===== src/rtl/alufpu_if.sv =====
// Operand and result buses between the register file, the execute stage and writeback.
// There is no handshake: results are valid one clock after the operands are presented.
interface alufpu_if;
  logic [31:0] busA;
  logic [31:0] busB;
  logic [3:0]  ALUctrl;
  logic [31:0] fbusA;
  logic [31:0] fbusB;
  logic        FPUctrl;
  logic [31:0] ALUout;
  logic [31:0] FPUout;
  logic        branch;

  modport master (
    output busA, busB, ALUctrl, fbusA, fbusB, FPUctrl,
    input  ALUout, FPUout, branch
  );

  modport slave (
    input  busA, busB, ALUctrl, fbusA, fbusB, FPUctrl,
    output ALUout, FPUout, branch
  );
endinterface


===== src/rtl/alufpu.sv =====
// Execute stage: 16-function integer ALU with a zero/branch flag, plus a 32-bit multiplier.
// Latency 1 cycle: every edge loads new results; there is no stall or backpressure path.
module alufpu (
  input  logic     clk,
  input  logic     reset,
  alufpu_if.slave  bus
);

  logic [31:0] alu_d, alu_q;
  logic [31:0] fpu_d, fpu_q;
  logic        branch_d, branch_q;

  logic [4:0]  shamt;
  logic        mul_signed;
  logic [63:0] mul_opa, mul_opb, mul_prod;
  logic [31:0] mul_hi_unused;

  assign shamt = bus.busB[4:0];

  always_comb begin
    alu_d = 32'd0;
    case (bus.ALUctrl)
      4'd0:  alu_d = bus.busA + bus.busB;
      4'd1:  alu_d = bus.busA - bus.busB;
      4'd2:  alu_d = bus.busA & bus.busB;
      4'd3:  alu_d = bus.busA | bus.busB;
      4'd4:  alu_d = bus.busA ^ bus.busB;
      4'd5:  alu_d = bus.busA << shamt;
      4'd6:  alu_d = bus.busA >> shamt;
      4'd7:  alu_d = $signed(bus.busA) >>> shamt;
      4'd8:  alu_d = {31'd0, bus.busA == bus.busB};
      4'd9:  alu_d = {31'd0, bus.busA != bus.busB};
      4'd10: alu_d = {31'd0, $signed(bus.busA) <  $signed(bus.busB)};
      4'd11: alu_d = {31'd0, $signed(bus.busA) >  $signed(bus.busB)};
      4'd12: alu_d = {31'd0, $signed(bus.busA) <= $signed(bus.busB)};
      4'd13: alu_d = {31'd0, $signed(bus.busA) >= $signed(bus.busB)};
      4'd14: alu_d = {bus.busB[15:0], 16'h0000};
      default: alu_d = bus.busA;
    endcase
  end

  // Branch flag is taken from the very value being loaded into ALUout.
  assign branch_d = (alu_d == 32'd0);

  // Full 64-bit product with MULT/MULTU sign extension; only the low word is exported today.
  assign mul_signed = ~bus.FPUctrl;
  assign mul_opa    = {{32{mul_signed & bus.fbusA[31]}}, bus.fbusA};
  assign mul_opb    = {{32{mul_signed & bus.fbusB[31]}}, bus.fbusB};
  assign mul_prod   = mul_opa * mul_opb;
  assign {mul_hi_unused, fpu_d} = mul_prod;

  always_ff @(posedge clk or posedge reset) begin
    if (reset) begin
      alu_q    <= 32'd0;
      fpu_q    <= 32'd0;
      branch_q <= 1'b0;
    end else begin
      alu_q    <= alu_d;
      fpu_q    <= fpu_d;
      branch_q <= branch_d;
    end
  end

  assign bus.ALUout = alu_q;
  assign bus.FPUout = fpu_q;
  assign bus.branch = branch_q;

endmodule


===== src/flat_wrapper.sv =====
// flat-port wrapper written by rule: the top's interface ports become plain ports
module alufpu_flat 
  (clk, reset, bus_busA, bus_busB, bus_ALUctrl, bus_fbusA, bus_fbusB, bus_FPUctrl, bus_ALUout, bus_FPUout, bus_branch);
  alufpu_if bus_i ();
  input  logic clk;
  input  logic reset;
  input wire logic [$bits(bus_i.busA)-1:0] bus_busA;
  input wire logic [$bits(bus_i.busB)-1:0] bus_busB;
  input wire logic [$bits(bus_i.ALUctrl)-1:0] bus_ALUctrl;
  input wire logic [$bits(bus_i.fbusA)-1:0] bus_fbusA;
  input wire logic [$bits(bus_i.fbusB)-1:0] bus_fbusB;
  input wire logic [$bits(bus_i.FPUctrl)-1:0] bus_FPUctrl;
  output wire logic [$bits(bus_i.ALUout)-1:0] bus_ALUout;
  output wire logic [$bits(bus_i.FPUout)-1:0] bus_FPUout;
  output wire logic [$bits(bus_i.branch)-1:0] bus_branch;
  assign bus_i.busA = bus_busA;
  assign bus_i.busB = bus_busB;
  assign bus_i.ALUctrl = bus_ALUctrl;
  assign bus_i.fbusA = bus_fbusA;
  assign bus_i.fbusB = bus_fbusB;
  assign bus_i.FPUctrl = bus_FPUctrl;
  assign bus_ALUout = bus_i.ALUout;
  assign bus_FPUout = bus_i.FPUout;
  assign bus_branch = bus_i.branch;
  alufpu u_core (.clk(clk), .reset(reset), .bus(bus_i));
endmodule

===== config.mk =====
export PLATFORM = sky130hd
export DESIGN_NAME = alufpu_flat
export DESIGN_NICKNAME = d
export VERILOG_FILES = /design/src/rtl/alufpu_if.sv /design/src/rtl/alufpu.sv /design/src/flat_wrapper.sv
export SDC_FILE = /design/constraint.sdc
export NUM_CORES = 2
export LEC_CHECK = 0
export CAP_MARGIN = 20
export CELL_PAD_IN_SITES_DETAIL_PLACEMENT = 1
export CELL_PAD_IN_SITES_GLOBAL_PLACEMENT = 1
export CORE_MARGIN = 1
export CORE_UTILIZATION = 48
export CTS_BUF_LIST = sky130_fd_sc_hd__clkbuf_4
export DETAILED_ROUTE_END_ITERATION = 6
export GPL_TIMING_DRIVEN = 1
export PLACE_DENSITY = 0.95
export SYNTH_ARGS = -nofsm -noshare
export SYNTH_HDL_FRONTEND = slang
export SYNTH_SLANG_ARGS = --single-unit

===== constraint.sdc =====
create_clock -name clk -period 2.4 [get_ports clk]
set_input_delay 0.6 -clock clk [delete_from_list [all_inputs] [get_ports clk]]
set_output_delay 0.6 -clock clk [all_outputs]
set_load 0.02 [all_outputs]

==> results.md, run 1 <==
- The top-area cell type share of the netlist area is 0.286.
- The number of cells in the design after placement is 5023.
- The top flip-flop cell by instance count after synthesis is sky130_fd_sc_hd__dfrtp_1.
- Clock tree synthesis selected as its root buffer the cell sky130_fd_sc_hd__clkbuf_4.
- The number of storage elements in the synthesis netlist is 65.
- The global router's overall resource usage is 0.987.
- The number of different library cells in the post-synthesis netlist is 92.
- Entering global routing, the biggest net connects 35 pins.
- The last stage the flow got to is global routing (5_1_grt).
- The effective utilization at floorplan is 0.486.
- The number of buffers inserted by port buffering is 198.
- At the placement stage, the worst setup path has a slack of -6.50 ns.
- Counting every net in the synthesized netlist gives 4216.
- The remaining global-route overflow is 4331.
- The number of sinks driven by the clock tree is 65.
- Summing every instance area after synthesis gives 28700 um^2.
- Summed over all instances, the cell type with the most area after synthesis is sky130_fd_sc_hd__fa_1.
- The HPWL reported at the end of detailed placement is 152 mm.
- Synthesis handed over a netlist of 3424 instances.
- The tool reported: "[ERROR GRT-0116] Global routing finished with congestion. Check the congestion regions in the DRC Viewer".
- The flow did not finish.
- The post-synthesis sequential area ratio is 0.0567.
- Of all flip-flops after synthesis, the portion carrying an async set or reset was 1.00.
- The mean area per synthesized cell is 8.38 um^2.
- The maximum clock path buffer count is 2.
- Measured along the y axis, the die boundary spans 247 um.
- The total number of yosys warnings is 0.
- After synthesis, the cell types taking the most area are sky130_fd_sc_hd__fa_1, sky130_fd_sc_hd__ha_1, sky130_fd_sc_hd__and2_1, sky130_fd_sc_hd__inv_1, sky130_fd_sc_hd__dfrtp_1.
- Routability-driven placement finished with a final weighted congestion of 1.20.
- The floorplan die width is 247 um.
- In this run, synthesis inferred 0 flip-flops with an integrated enable.
- The floorplan has 89 rows.
- TritonCTS created 9 clock buffers.
- The number of global-route vias before repair is 52900.
- The H-tree depth reported by CTS is 3.
- 200 I/O pins were placed.
- The first global-routing pass estimated 435 mm of wire.
[stage by stage]
stage	area [um^2]	TNS (ns)	hold WS [ns]
2_1_floorplan	29500	-111.17	0.734
3_3_place_gp	37900	-160.26	0.928
3_5_place_dp	37900	-195.46	0.932
4_1_cts	41000	-124.21	0.320
[synthesized netlist by cell type, types with 36 or more instances]
library cell               number
sky130_fd_sc_hd__inv_1        545
sky130_fd_sc_hd__fa_1         410
sky130_fd_sc_hd__and2_1       347
sky130_fd_sc_hd__nand2_1      334
sky130_fd_sc_hd__ha_1         247
sky130_fd_sc_hd__clkbuf_1     163
sky130_fd_sc_hd__nor2_1       144
sky130_fd_sc_hd__a21oi_1      135
sky130_fd_sc_hd__o21ai_0       98
sky130_fd_sc_hd__xnor2_1       81
sky130_fd_sc_hd__mux2i_1       72
sky130_fd_sc_hd__dfrtp_1       65
sky130_fd_sc_hd__nand3_1       57
sky130_fd_sc_hd__nor3_1        53
sky130_fd_sc_hd__mux2_2        36
sky130_fd_sc_hd__mux4_2        36
[layer usage]
metal | GRT overflow | track usage
met5 | 10 | 0.618
met4 | 980 | 1.08
met3 | 94 | 0.809
met2 | 3140 | 1.23
met1 | 107 | 0.889
[cell families after synthesis]
logic type                 count (synthesis)  synth area share
buffers and inverters                    777             0.108
xor gates and xnor gates                 102            0.0311
adders and majority gates                657             0.394
AOI/OAI and AO/OA                        578             0.139
DFF                                       65            0.0567
muxes                                    156            0.0773
and+or+nand+nor                         1089             0.195
[what timing repair did]
item | 4_1_cts
setup endpoints to repair | 63
hold buffers | 0
pin swaps | 197
buffers inserted | 84
gates cloned | 5
gates resized for setup | 697
==> run 2, diff against run 1 <==
==> config.mk (replaced) <==
export PLATFORM = sky130hd
export DESIGN_NAME = alufpu_flat
export DESIGN_NICKNAME = d
export VERILOG_FILES = /design/src/rtl/alufpu_if.sv /design/src/rtl/alufpu.sv /design/src/flat_wrapper.sv
export SDC_FILE = /design/constraint.sdc
export NUM_CORES = 2
export LEC_CHECK = 0
export CAP_MARGIN = 20
export CORE_MARGIN = 1
export CORE_UTILIZATION = 40
export DETAILED_ROUTE_END_ITERATION = 6
export GPL_TIMING_DRIVEN = 1
export PLACE_DENSITY_LB_ADDON = 0.15
export SYNTH_ARGS = -nofsm -noshare
export SYNTH_HDL_FRONTEND = slang
export SYNTH_SLANG_ARGS = --single-unit
==> results.md, run 2 <==
- The floorplan die width was 270 um (+9.5%).
- After detailed routing, the number of remaining DRC violations is 0.
- The total of endpoints with negative setup slack in the final report is 61.
- The HPWL reported at the end of detailed placement is 105 mm (-31%).
- The final wirelength is 129 mm.
- The global placer's final weighted congestion is 1.01 (-16%).
- The row count was 97 (+9.0%).
- The number of hold-slack violations in the final timing report is 0.
- The cell seen most often among critical-path stages is sky130_fd_sc_hd__fa_1.
- The number of buffers inserted by port buffering came to 198 (unchanged).
- The pre-antenna-repair detailed-routing pass consisted of 6 iterations.
- The post-synthesis cell type with the largest combined area is sky130_fd_sc_hd__fa_1.
- The number of different library cells in the post-synthesis netlist is 92 (unchanged).
- The library cells used most frequently in the layout, excluding fill and tap cells, are sky130_fd_sc_hd__buf_4, sky130_fd_sc_hd__inv_1, sky130_fd_sc_hd__fa_1, sky130_fd_sc_hd__nand2_1, sky130_fd_sc_hd__and2_1.
- The number of instances in the synthesized netlist is 3424 (unchanged).
- The cell area after synthesis is 28700 um^2 (unchanged).
- The critical path goes through clkdlybuf4s50_1 > buf_6 > buf_4 > and2_1 > fa_1 > fa_1 > inv_1 > fa_1 > fa_1 > inv_1 > fa_1 > fa_1 > fa_1 > fa_1 > ha_4 > nand2_2 > or3_4 > a31oi_4 > a211o_1 > a21oi_2 > xnor2_2.
- The area growth from synthesis to layout is 55.1%.
- Among all stages on the critical path, the largest delay is contributed by sky130_fd_sc_hd__fa_1.
- After the last flow step, the layout net total stands at 5307.
- The diode insertion count for antenna repair is 0.
- The total clock buffers created by CTS is 9 (unchanged).
- Timing would allow up to 148 MHz.
- The clock slew seen by the registers of the worst setup and hold paths is 0.09 ns.
- The most common cell after layout, fill and taps aside is sky130_fd_sc_hd__buf_4.
- The cell area after placement is 38500 um^2 (+1.6%).
- Of the cells placed in the final design, the portion with a size suffix greater than 1 is 0.411.
- At the pin with the least slew margin, the transition time is 0.673 ns.
- The maximum clock path buffer count came to 2 (unchanged).
- The setup path with the least slack is of type in2reg.
- The number of global-route vias before repair is 30900.
- The final reports fail on negative setup slack.
- The TritonCTS clock tree is done.
- The number of cells in the design after placement is 5248 (+4.5%).
- Clock tree synthesis selected as its root buffer the cell sky130_fd_sc_hd__clkbuf_16.
- The effective utilization at floorplan was 0.407 (-0.0793).
- The y dimension of the die was 270 um (+9.5%).
- The number of sinks driven by the clock tree is 65 (unchanged).
- Of the available clock period, the critical path in the final layout requires 2.82.
- The setup slack at placement is -5.43 ns (+1.08 ns).
- The maximum number of pins on one net before global-route repair is 54.
- At the worst endpoint, the required time is 2.67 ns.
- The total via count in the routed design is 30600.
- The number of primary I/O pins is 200 (unchanged).
- In the final routed layout, each cell accounts on average for 23.7 um.
- The number of flops mapped to enable cells by yosys is 0 (unchanged).
- By count the netlist is led by sky130_fd_sc_hd__inv_1, sky130_fd_sc_hd__fa_1, sky130_fd_sc_hd__and2_1.
- For this run, the slowest stage of the critical path takes 0.59 ns.
- The average via count per standard cell is 5.61.
- The number of nets produced by synthesis was 4216 (unchanged).
- The top-area cell type share of the netlist area is 0.286 (unchanged).
- STA classifies the critical path startpoint as an input port.
- The floorplan step defined a die boundary enclosing 72800 um^2.
- The H-tree depth reported by CTS was 3 (unchanged).
- For this run, the total global-route usage over all layers was measured as 0.353.
- The number of nets still failing antenna checks after routing is 0.
- Setup repair after global routing could not meet its margin everywhere.
- The remaining global-route overflow is 0.
- The share of flip-flops with an asynchronous set or reset is 1.00 (unchanged).
- The number of design-rule violations left by the first detailed-router iteration is 3123.
- The total buffers and inverters traversed by the critical path is 5.
- The worst slew slack as a fraction of its limit is 0.547.
- Among all cell types in the netlist, the one instantiated most often is sky130_fd_sc_hd__inv_1.
- The slack of the critical path is -4.37 ns.
- The number of storage elements in the synthesis netlist was 65 (unchanged).
- The run finished, with violations left.
- The total number of yosys warnings came to 0 (unchanged).
- In this run the worst path has a maximum fanout of 5.
- The top flip-flop cell by instance count after synthesis is sky130_fd_sc_hd__dfrtp_1.
- The count of placed standard cells in the final layout, fillers left out is 5460.
- The critical path data arrival time is 7.03 ns.
- The mean area per synthesized cell is 8.38 um^2 (unchanged).
- Among cell families on the critical path, the largest total delay comes from adder cells.
- Counting I/O delays and the setup requirement, the final critical path takes 6.77 ns.
- The first global-routing pass estimated 194 mm of wire.
- The core region area is 70500 um^2.
- The class of the worst hold path is in2async.
- STA classifies the critical path endpoint as a flip-flop.
- In the post-synthesis netlist, the biggest area contributors are sky130_fd_sc_hd__fa_1, sky130_fd_sc_hd__ha_1, sky130_fd_sc_hd__and2_1, sky130_fd_sc_hd__inv_1, sky130_fd_sc_hd__dfrtp_1.
- The post-synthesis sequential area ratio was 0.0567 (unchanged).
- The max-slew violation count was 0.
- The initial antenna violation count is 0.
- Max-cap violations in this run came to 0.
- The summed area of non-filler cells in the final layout is 44500 um^2.
==> run 2: cell type report <==
type	instances	area, um^2
Multi-Input combinational cell	2582	27700
Fill cell	5932	26000
Timing Repair Buffer	1308	11600
Inverter	549	2120
Sequential cell	65	1630
Tap cell	940	1180
Clock buffer	10	239
Clock inverter	6	40.0
==> run 2: kinds of logic after synthesis <==
logic type,share of synthesized area
buffers and inverters,0.108
xor gates and xnor gates,0.0311
AOI/OAI and AO/OA,0.139
and+or+nand+nor,0.195
muxes,0.0773
DFF,0.0567
adders and majority gates,0.394
==> run 2: metal layers <==
| layer | track usage | part of all wire | up-vias |
|---|---|---|---|
| met1 | 0.504 | 0.42 | 15300 |
| met3 | 0.0606 | 0.097 | 266 |
| li1 | - | - | 13400 |
| met4 | 0.108 | 0.037 | 2 |
| met2 | 0.542 | 0.44 | 1598 |
| met5 | 0 | 0.00036 | - |
==> run 2: stage by stage <==
stage	util	hold slack (ns)	TNS [ns]
final	0.631	0.458	-112.25
after global routing	0.631	0.495	-116.88
after CTS	0.614	0.449	-109.31
after detailed placement	0.546	0.873	-170.39
after global placement	0.546	0.876	-170.61
after floorplan	-	0.734	-111.17
==> run 2: path summary, 6_finish.rpt <==
kind | from | to | slack (ns) | cells after the start
max in group asynchronous | reset | u_core.bus.ALUout[20]$_DFF_PP0_ | 1.29 | 3
max | bus_fbusA[21] | u_core.bus.FPUout[31]$_DFF_PP0_ | -4.37 | 21
min | reset | u_core.bus.ALUout[1]$_DFF_PP0_ | 0.46 | 2
min in group clk | bus_fbusA[0] | u_core.bus.FPUout[0]$_DFF_PP0_ | 0.67 | 4
==> run 2: repair_timing <==
action / in CTS / in global routing
pin swaps: 326 / 223
cloned: 8 / 0
resized for setup: 1049 / 263
hold buffers: 0 / 0
setup buffers: 172 / 60
setup endpoints to repair: 62 / 61
hold endpoints to repair: 0 / 0
Power of run 2 is left out: the tool's default activity adds up to more than one toggle a clock period on the data nets, which glitch-free logic cannot reach.
